==> src/rtl/imm_operand_encoder_pkg.sv <==
// Shared constants for the immediate operand encoder.
// Type codes match the decode-stage immediate generator.
package imm_operand_encoder_pkg;

  localparam logic [2:0] ITYPE = 3'd1;
  localparam logic [2:0] STYPE = 3'd2;
  localparam logic [2:0] BTYPE = 3'd3;
  localparam logic [2:0] UTYPE = 3'd4;
  localparam logic [2:0] JTYPE = 3'd5;

  localparam int IMMERR_RANGE = 0;
  localparam int IMMERR_TYPE  = 1;

  // Field masks in instruction bits [31:7] view.
  localparam logic [24:0] MASK_I  = 25'h1FFE000;
  localparam logic [24:0] MASK_SB = 25'h1FC001F;
  localparam logic [24:0] MASK_UJ = 25'h1FFFFE0;

endpackage

==> src/rtl/imm_operand_encoder_range_check.sv <==
// Flags immediates that do not fit their format and unknown types.
// Purely combinational.
module imm_range_check
  import imm_operand_encoder_pkg::*;
(
  input  logic [31:0] i_imm,
  input  logic [2:0]  i_type,
  output logic [1:0]  o_err
);

  logic w_s11;
  logic w_s12;
  logic w_s20;

  assign w_s11 = (&i_imm[31:11]) | ~(|i_imm[31:11]);
  assign w_s12 = (&i_imm[31:12]) | ~(|i_imm[31:12]);
  assign w_s20 = (&i_imm[31:20]) | ~(|i_imm[31:20]);

  always_comb begin
    o_err = '0;
    case (i_type)
      ITYPE, STYPE:
        o_err[IMMERR_RANGE] = ~w_s11;
      BTYPE:
        o_err[IMMERR_RANGE] = ~w_s12 | i_imm[0];
      JTYPE:
        o_err[IMMERR_RANGE] = ~w_s20 | i_imm[0];
      UTYPE:
        o_err[IMMERR_RANGE] = |i_imm[11:0];
      default:
        o_err[IMMERR_TYPE] = 1'b1;
    endcase
  end

endmodule

==> src/rtl/imm_operand_encoder.sv <==
// Packs a 32-bit immediate into instruction bits [31:7].
// Two-stage valid/ready pipeline with saturating error count.
module imm_operand_encoder
  import imm_operand_encoder_pkg::*;
#(
  parameter int TAG_W = 4,
  parameter int CNT_W = 16
) (
  input  logic             clk,
  input  logic             rst,
  input  logic             in_valid,
  output logic             in_ready,
  input  logic [31:0]      in_imm,
  input  logic [2:0]       in_type,
  input  logic [TAG_W-1:0] in_tag,
  output logic             out_valid,
  input  logic             out_ready,
  output logic [24:0]      out_field,
  output logic [24:0]      out_mask,
  output logic [1:0]       out_err,
  output logic [TAG_W-1:0] out_tag,
  output logic [CNT_W-1:0] err_count,
  input  logic             cnt_clr
);

  logic             r_s1_valid;
  logic [31:0]      r_s1_imm;
  logic [2:0]       r_s1_type;
  logic [TAG_W-1:0] r_s1_tag;
  logic [1:0]       r_s1_err;

  logic             r_s2_valid;
  logic [24:0]      r_field;
  logic [24:0]      r_mask;
  logic [1:0]       r_err;
  logic [TAG_W-1:0] r_tag;
  logic [CNT_W-1:0] r_cnt;

  logic             w_s2_adv;
  logic             w_out_fire;
  logic [1:0]       w_chk_err;
  logic [24:0]      w_fld;
  logic [24:0]      w_msk;

  assign w_s2_adv   = ~r_s2_valid | out_ready;
  assign in_ready   = ~r_s1_valid | w_s2_adv;
  assign w_out_fire = r_s2_valid & out_ready;

  assign out_valid  = r_s2_valid;
  assign out_field  = r_field;
  assign out_mask   = r_mask;
  assign out_err    = r_err;
  assign out_tag    = r_tag;
  assign err_count  = r_cnt;

  imm_range_check u_chk (
    .i_imm  (in_imm),
    .i_type (in_type),
    .o_err  (w_chk_err)
  );

  // Field index k is instruction bit k+7.
  always_comb begin
    w_fld = '0;
    w_msk = '0;
    case (r_s1_type)
      ITYPE: begin
        w_fld[24:13] = r_s1_imm[11:0];
        w_msk        = MASK_I;
      end
      STYPE: begin
        w_fld[24:18] = r_s1_imm[11:5];
        w_fld[4:0]   = r_s1_imm[4:0];
        w_msk        = MASK_SB;
      end
      BTYPE: begin
        w_fld[24]    = r_s1_imm[12];
        w_fld[23:18] = r_s1_imm[10:5];
        w_fld[4:1]   = r_s1_imm[4:1];
        w_fld[0]     = r_s1_imm[11];
        w_msk        = MASK_SB;
      end
      UTYPE: begin
        w_fld[24:5]  = r_s1_imm[31:12];
        w_msk        = MASK_UJ;
      end
      JTYPE: begin
        w_fld[24]    = r_s1_imm[20];
        w_fld[23:14] = r_s1_imm[10:1];
        w_fld[13]    = r_s1_imm[11];
        w_fld[12:5]  = r_s1_imm[19:12];
        w_msk        = MASK_UJ;
      end
      default: begin
        w_fld = '0;
        w_msk = '0;
      end
    endcase
  end

  always_ff @(posedge clk) begin
    if (rst) begin
      r_s1_valid <= 1'b0;
      r_s1_imm   <= '0;
      r_s1_type  <= '0;
      r_s1_tag   <= '0;
      r_s1_err   <= '0;
    end else if (in_ready) begin
      r_s1_valid <= in_valid;
      if (in_valid) begin
        r_s1_imm  <= in_imm;
        r_s1_type <= in_type;
        r_s1_tag  <= in_tag;
        r_s1_err  <= w_chk_err;
      end
    end
  end

  always_ff @(posedge clk) begin
    if (rst) begin
      r_s2_valid <= 1'b0;
      r_field    <= '0;
      r_mask     <= '0;
      r_err      <= '0;
      r_tag      <= '0;
    end else if (w_s2_adv) begin
      r_s2_valid <= r_s1_valid;
      if (r_s1_valid) begin
        r_field <= w_fld;
        r_mask  <= w_msk;
        r_err   <= r_s1_err;
        r_tag   <= r_s1_tag;
      end
    end
  end

  // Clear wins over a same-cycle increment.
  always_ff @(posedge clk) begin
    if (rst) begin
      r_cnt <= '0;
    end else if (cnt_clr) begin
      r_cnt <= '0;
    end else if (w_out_fire && (|r_err)) begin
      if (!(&r_cnt)) r_cnt <= r_cnt + 1'b1;
    end
  end

endmodule

==> config.mk <==
export PLATFORM = sky130hd
export DESIGN_NAME = imm_operand_encoder
export DESIGN_NICKNAME = d
export VERILOG_FILES = /design/src/rtl/imm_operand_encoder_pkg.sv /design/src/rtl/imm_operand_encoder_range_check.sv /design/src/rtl/imm_operand_encoder.sv
export SDC_FILE = /design/constraint.sdc
export NUM_CORES = 1
export LEC_CHECK = 0
export BUFFER_PORTS_ARGS = -buffer_cell sky130_fd_sc_hd__buf_2
export CAP_MARGIN = 10
export CELL_PAD_IN_SITES_DETAIL_PLACEMENT = 0
export CELL_PAD_IN_SITES_GLOBAL_PLACEMENT = 1
export CORE_MARGIN = 1
export CORE_UTILIZATION = 38
export CTS_CLUSTER_DIAMETER = 30
export DETAILED_ROUTE_END_ITERATION = 16
export PLACE_DENSITY_LB_ADDON = 0.1
export SYNTH_ARGS = -nofsm -noshare
export SYNTH_HDL_FRONTEND = slang
export SYNTH_HIERARCHICAL = 1
export SYNTH_SLANG_ARGS = --single-unit
==> constraint.sdc <==
create_clock -name clk -period 2.2 [get_ports clk]
set_clock_uncertainty 0.1 [all_clocks]
set_input_delay 0.55 -clock clk [delete_from_list [all_inputs] [get_ports clk]]
set_output_delay 0.55 -clock clk [all_outputs]
set_load 0.005 [all_outputs]
==> impl_metrics.tcl, run 1 <==
set metrics [dict create \
    post_cts_resized 0 \
    final_cells 755 \
    io_buffers 117 \
    final_cell_area_sq_um 5026 \
    endpoint_kind "flip-flop" \
    placed_cells 740 \
    yosysTopAreaCell "dfxtp_1" \
    crit_type "flip-flop to flip-flop" \
    worstPathRequired_ns 2.35 \
    irDropWorstVdd_mv 0.3730 \
    vias 3968 \
    synth.top_cell.area_share 0.4483 \
    grtUsageTotal 0.2026 \
    report.final.setup_viol 0 \
    placed_cell_area_sq_um 4835 \
    totalWireLength_mm 11.49 \
    antenna_found_initial 0 \
    synth-compound-area-share 0.1967 \
    synth-seq-cells 94 \
    period_minus_slack_ns 2.079 \
    cts_max_path_buffers 2 \
    synth_top_family_by_area "simple AND/OR/NAND/NOR gates" \
    vias_per_cell 5.256 \
    dieArea_sq_um 11470 \
    start_util 0.3889 \
    cts_hold_buf 0 \
    dp_hpwl_mm 8.037 \
    hold_viol_final 0 \
    core_area_sq_um 10790 \
    finalSetupTns_ns 0 \
    holdWs_ns 0.3176 \
    clock-sinks 94 \
    worstSkewPairLatency_ns 0.37 \
    violations "DRC" \
    synth_edf_count 0 \
    cts_max_level 3 \
    numCtsBuffers 9 \
    p_per_area_nw_per_um2 655.1 \
    die_h_um 107.1 \
    syn_avg_cell_area_sq_um 8.042 \
    critPathMaxFanout 7 \
    synth_area_leaders "dfxtp_1 (45%), nand2_1 (11%), a21oi_1 (8.9%)" \
    syn_nets 567 \
    drive_above_1_share 0.2667 \
    synth_area_sq_um 4198 \
    ys.flop_type "dfxtp_1" \
    grt_pass1_vias 3450 \
    async_flop_share 0 \
    firstDrtPassIters 10 \
    period_share 0.9450 \
    p_leak_nw 2.061 \
    rows 38 \
    synth_fa_ha_area_frac 0.002981 \
    syn_inst 522 \
    hold_path_class "input port to flip-flop" \
    postRouteAntennaNets 0 \
    root_buffer "clkbuf_8" \
    use_met3 0.02857 \
    grt_max_degree 65 \
    gp_congestion 0.8673 \
    cts_tree "yes" \
    cp_data_arrival_time_ns 2.23 \
    grt_overflow 0 \
    met2_usage 0.3175 \
    rsz0062_at_grt "false" \
    yosysWarnings 6 \
    nets 656 \
    drt_iter0_markers 205 \
    cp-start-kind "flip-flop" \
    io-pin-count 118 \
    drv_slew 0 \
    path_clk_slew_ns 0.10 \
    syn_to_final_growth_pct 19.73 \
    grt_busiest_layer "met2" \
    worst_pin_slew_ns 0.7836 \
    synth_commonest_cells "nand2_1 (125), dfxtp_1 (94), a21oi_1 (75)" \
    yosys.cell_types.count 51 \
    slew_headroom 0.4765 \
    die_x_um 107.1 \
    max_cap_viol_count 0 \
    synth.most_common_cell "nand2_1" \
    synth_simple_gate_area_frac 0.2528 \
    grt_use_met1 0.2781 \
    synth_xor_area_frac 0.004173 \
    ys_seq_area_frac 0.4483 \
    cts_setup_buffers 0 \
    grt_pass1_wl_mm 17.98 \
    drc 2 \
    wl_per_cell_um 15.22 \
    timing.fmax_mhz 481.0 \
    status "finished with violations" \
    fin_util 0.4657 \
    synth_mux_area_frac 0.01997 \
    num_antenna_cells 0 \
]
[worst max-delay path, cell delays in order (launching register included)]
cell      delay [ns]
dfxtp_1         0.43
ha_1            0.26
nand4_2         0.16
or4_4           0.56
o311ai_1        0.33
o41ai_1         0.13
[power breakdown]
part	switching [mW]	internal (mW)	total (mW)
sequential	0.0437	1.76	1.80
combinational	0.209	0.142	0.351
clock	0.620	0.517	1.14
total	0.873	2.42	3.29
[area by class of cell]
cell class | instances | area (sq um)
tap | 140 | 175.2
clock inverter | 6 | 63.81
timing repair buffer | 134 | 750.7
sequential | 94 | 1882
clock buffer | 9 | 123.9
inverter | 4 | 15.01
fill | 1125 | 5767
multi-input combinational | 368 | 2016
[flip-flops by register name, summed over array words and instances, names as in the netlist]
signal      flops
r_s1_imm       32
out_field      25
err_count      16
out_mask        4
out_tag         4
r_s1_tag        4
r_s1_type       3
out_err         2
r_s1_err        2
out_valid       1
r_s1_valid      1
[per-layer routing]
metal,share of wire,vias up
li1,-,2002
met1,0.49,1853
met2,0.46,101
met3,0.038,12
met4,0.016,0
met5,0,-
[placed cells by master, fill, tap and decap left out, drive strengths merged, types with 7 or more instances in the layout]
cell	instances
buf	134
nand2	125
nand3	19
a22oi	13
a211oi	8
nand4	14
a21oi	75
nor4	8
clkbuf	9
or3	7
or4	8
nor2	20
dfxtp	94
o21ai	7
[worst paths after layout]
path | from | end | slack, ns | cells past startpoint
setup / recovery | err_count[0] | err_count[14] | 0.12 | 5
hold / removal | in_imm[9] | r_s1_imm[9] | 0.32 | 3
setup reg to reg | err_count[0] | err_count[14] | 0.12 | 5
hold reg to reg | out_field[10] | out_field[10] | 0.35 | 2
[cell families after synthesis]
| group | Yosys count |
|---|---|
| buffers and inverters | 60 |
| AOI/OAI and AO/OA | 133 |
| adders and majority gates | 1 |
| muxes | 8 |
| xor gates and xnor gates | 2 |
| and+or+nand+nor | 224 |
| DFF | 94 |
[metrics by stage]
stage | power, mW | setup slack, ns
4_1_cts | 3.331 | 0.09236
6_report | 3.292 | 0.1210
5_1_grt | 3.443 | 0.01561
2_1_floorplan | 2.041 | 0.2443
3_5_place_dp | 2.194 | 0.05709
3_3_place_gp | 2.190 | 0.08812
Note: power is estimated with default switching activity, not from simulation.
==> run 2: changes to the inputs <==
==> constraint.sdc (replaced) <==
create_clock -name clk -period 2.15 [get_ports clk]
set_clock_uncertainty 0.1 [all_clocks]
set_input_delay 0.5375 -clock clk [delete_from_list [all_inputs] [get_ports clk]]
set_output_delay 0.5375 -clock clk [all_outputs]
set_load 0.005 [all_outputs]
==> impl_metrics.tcl, run 2 (synthesized netlist as in run 1, its figures left out) <==
set metrics [dict create \
    worst_pin_slew_ns 0.7174 \
    grtUsageTotal 0.2037 \
    io_buffers 117 \
    firstDrtPassIters 4 \
    cts_max_level 3 \
    holdWs_ns 0.3175 \
    totalWireLength_mm 11.38 \
    io-pin-count 118 \
    p_leak_nw 2.131 \
    rsz0062_at_grt "false" \
    die_h_um 107.1 \
    wl_per_cell_um 14.91 \
    grt_pass1_vias 3526 \
    cts_hold_buf 0 \
    cp-start-kind "flip-flop" \
    layout_commonest_cell "nand2_1" \
    period_minus_slack_ns 1.944 \
    hold_viol_final 0 \
    period_share 0.9040 \
    antenna_found_initial 0 \
    finalSetupTns_ns 0 \
    rows 38 \
    clock-sinks 94 \
    status "completed" \
    max_cap_viol_count 0 \
    core_area_sq_um 10790 \
    numCtsBuffers 9 \
    worstPathRequired_ns 2.34 \
    cts_tree "yes" \
    start_util 0.3889 \
    endpoint_kind "flip-flop" \
    grt_pass1_wl_mm 18.23 \
    dieArea_sq_um 11470 \
    postRouteAntennaNets 0 \
    area.sequential_sq_um 1883 \
    die_x_um 107.1 \
    top_register "r_s1_imm" \
    num_antenna_cells 0 \
    gp_congestion 0.8254 \
    vias_per_cell 5.189 \
    timing.fmax_mhz 514.5 \
    mostFrequentLayoutCells "nand2_1 (125), buf_2 (117), dfxtp_1 (93), a21oi_1 (74), buf_4 (22)" \
    largest_reg_flops 32 \
    num-fill-cells 1125 \
    report.final.setup_viol 0 \
    syn_to_final_growth_pct 22.12 \
    vias 3959 \
    hold_path_class "input port to flip-flop" \
    path_clk_slew_ns 0.09 \
    grt_max_degree 44 \
    cp_data_arrival_time_ns 2.13 \
    drv_slew 0 \
    critPathMaxFanout 6 \
    dp_hpwl_mm 8.177 \
    irDropWorstVdd_mv 0.3551 \
    crit_type "flip-flop to flip-flop" \
    drt_iter0_markers 254 \
    p_per_area_nw_per_um2 705.8 \
    slew_headroom 0.5208 \
    p_total_mw 3.618 \
    cts_max_path_buffers 2 \
    drc 0 \
    drive_above_1_share 0.2777 \
    nets 663 \
    multi_input_area_sq_um 2016 \
    rrSetupSlack_ns 0.21 \
    worstSkewPairLatency_ns 0.35 \
    root_buffer "clkbuf_8" \
    grt_overflow 0 \
]
[run 2: timing repair]
item,in CTS,in global routing
resized for setup,0,2
endpoints found under the setup margin,0,1
buffers inserted,0,0
[run 2: power by group]
group	total (mW)	internal, mW	switching, mW	leakage, nW
clock network	1.41	0.803	0.610	0.126
registers	1.85	1.80	0.0493	0.767
logic	0.355	0.146	0.209	1.24
total	3.62	2.75	0.869	2.13
[run 2: final timing paths]
kind / from / endpoint / depth (start not counted)
worst min register to register: out_field[4] / out_field[4] / 2
worst max register to register: err_count[1] / err_count[15] / 5
worst min-delay path: in_tag[3] / r_s1_tag[3] / 3
worst max-delay path: err_count[1] / err_count[15] / 5
[run 2: final cells by class]
cell class                      instances  share of cell area
Timing Repair Buffer                  141              0.1543
Inverter                                4            0.002929
Clock inverter                          6             0.02123
Sequential cell                        94              0.3673
Clock buffer                           10             0.02685
Multi-Input combinational cell        368              0.3932
Tap cell                              140             0.03417
[run 2: layer usage]
| metal | vias to the layer above | wire length [um] | GRT usage |
|---|---|---|---|
| met5 | - | 0 | 0 |
| li1 | 2022 | - | - |
| met2 | 104 | 5383 | 0.3263 |
| met1 | 1825 | 5382 | 0.2789 |
| met4 | 0 | 106 | 0.05675 |
| met3 | 8 | 507 | 0.03830 |
[run 2: stage by stage]
step	area, sq um	setup WS, ns	util	instances
2_1_floorplan	4198	0.1943	-	522
3_3_place_gp	4875	0.06610	0.4517	747
3_5_place_dp	4875	0.03822	0.4517	747
4_1_cts	5121	0.07249	0.4745	763
5_1_grt	5126	0.03711	0.4750	763
6_report	5126	0.2064	0.4750	763
[run 2: worst max-delay path, stage by stage (launching register included)]
cell and delay, ns:
dfxtp_1 0.35, buf_4 0.14, nand4_1 0.12, or4_4 0.55, or4_1 0.48, a21oi_1 0.14
==> run 3: changes to the inputs <==
==> constraint.sdc (replaced) <==
create_clock -name clk -period 1.8 [get_ports clk]
set_clock_uncertainty 0.1 [all_clocks]
set_input_delay 0.45 -clock clk [delete_from_list [all_inputs] [get_ports clk]]
set_output_delay 0.45 -clock clk [all_outputs]
set_load 0.005 [all_outputs]
==> impl_metrics.tcl, run 3 (synthesized netlist as in run 1, its figures left out) <==
set metrics [dict create \
    placed_cells 772 \
    clock-sinks 94 \
    io_buffers 117 \
    worstPathRequired_ns 1.95 \
    endpoint_kind "flip-flop" \
    p_leak_nw 2.230 \
    antenna_found_initial 0 \
    drc 0 \
    totalWireLength_mm 11.54 \
    dp_hpwl_mm 8.167 \
    io-pin-count 118 \
    placed_cell_area_sq_um 5111 \
    wl_met2_mm 5.235 \
    drive_above_1_share 0.3168 \
    top_register "r_s1_imm" \
    slew_headroom 0.7346 \
    crit_family "simple AND/OR/NAND/NOR gates" \
    grt_pass1_wl_mm 18.47 \
    cp-start-kind "flip-flop" \
    slowest_stage "or4_4" \
    largest_reg_flops 32 \
    path_clk_slew_ns 0.09 \
    r2r-start "err_count[1]" \
    grtUsageTotal 0.2069 \
    grt_overflow 0 \
    vias_per_cell 5.163 \
    met1Wirelength_mm 5.661 \
    rows 38 \
    worst_slack_ns 0.04259 \
    grt_pass1_vias 3745 \
    die_x_um 107.1 \
    crit_chain "ha_4 -> nand4_2 -> or4_4 -> o311ai_2 -> o41ai_1" \
    numCtsBuffers 9 \
    num_antenna_cells 0 \
    nets 688 \
    syn_to_final_growth_pct 26.23 \
    final_cells 787 \
    die_h_um 107.1 \
    hp-start "in_tag[0]" \
    postRouteAntennaNets 0 \
    mostFrequentLayoutCells "nand2_1 (125), buf_2 (117), dfxtp_1 (87), a21oi_1 (74), buf_4 (45)" \
    wl_per_cell_um 14.67 \
    crit_type "flip-flop to flip-flop" \
    vias 4063 \
    critPathMaxFanout 6 \
    cp-startpoint "err_count[1]" \
    worstSkewPairLatency_ns 0.37 \
    firstDrtPassIters 4 \
    cts_hold_buf 0 \
    hold_path_class "input port to flip-flop" \
    drt_iter0_markers 257 \
    cts_max_path_buffers 2 \
    dp_slack_ns -0.1473 \
    grt_max_degree 56 \
    cts_tree "yes" \
    holdWs_ns 0.2105 \
    max_cap_viol_count 0 \
    p_total_mw 3.951 \
    core_area_sq_um 10790 \
    dieArea_sq_um 11470 \
    wl_met3_um 436 \
    top_layer "met4" \
    period_share 0.9763 \
    drv_slew 0 \
    irDropWorstVdd_mv 0.3791 \
    period_minus_slack_ns 1.757 \
    cp_data_arrival_time_ns 1.91 \
    finalSetupTns_ns 0 \
    rsz0062_at_grt "true" \
    cts_max_level 3 \
    worst_pin_slew_ns 0.3944 \
    layout_commonest_cell "nand2_1" \
    status "completed" \
    critical_path_buf_inv_count 0 \
    hold_viol_final 0 \
    root_buffer "clkbuf_8" \
    fin_util 0.4910 \
    report.final.setup_viol 0 \
    timing.fmax_mhz 569.0 \
    p_per_area_nw_per_um2 745.6 \
    critPathMaxStageDelay_ns 0.54 \
    start_util 0.3889 \
    final_cell_area_sq_um 5299 \
    gp_congestion 0.8007 \
    cts_setup_buffers 0 \
]
-- run 3: cell count changes in the layout (fill, tap and decap cells not counted), sizes merged --
cell	previous run	this run
buf	141	166
clkbuf	10	11
clkinvlp	0	1
bufinv	3	0
-- run 3: power by group --
part	total (mW)	switching (mW)	internal, mW
clock network	1.29	0.727	0.563
registers	2.20	0.0468	2.15
logic	0.466	0.265	0.201
-- run 3: final cells by class --
cell class                 count  area [sq um]
fill                        1123          5494
timing repair buffer         166          1003
sequential                    94          1896
tap                          140         175.2
multi-input combinational    368          2036
clock inverter                 4         22.52
clock buffer                  11         151.4
inverter                       4         15.01
-- run 3: layer usage --
layer / GRT usage / up-vias
met5: 0 / -
met4: 0.09100 / 0
met3: 0.03222 / 14
met2: 0.3304 / 92
met1: 0.2754 / 1884
li1: - / 2073
-- run 3: tightest hold or removal path: cells and delay by family --
family | cells | cell delay, ns
buffers and inverters | 1 | 0.10
AO/OA/AOI/OAI | 1 | 0.05
AND/OR/NAND/NOR | 1 | 0.04
-- run 3: final timing paths --
path	endpoint	slack, ns	depth (start not counted)
max reg2reg	err_count[14]	0.04	5
min	r_s1_tag[0]	0.21	3
min reg2reg	out_field[8]	0.35	2
max	err_count[14]	0.04	5
-- run 3: repair_timing --
action                     4_1_cts  5_1_grt
resized for setup                1        3
setup endpoints to repair        2        6
pin swaps                        4        2
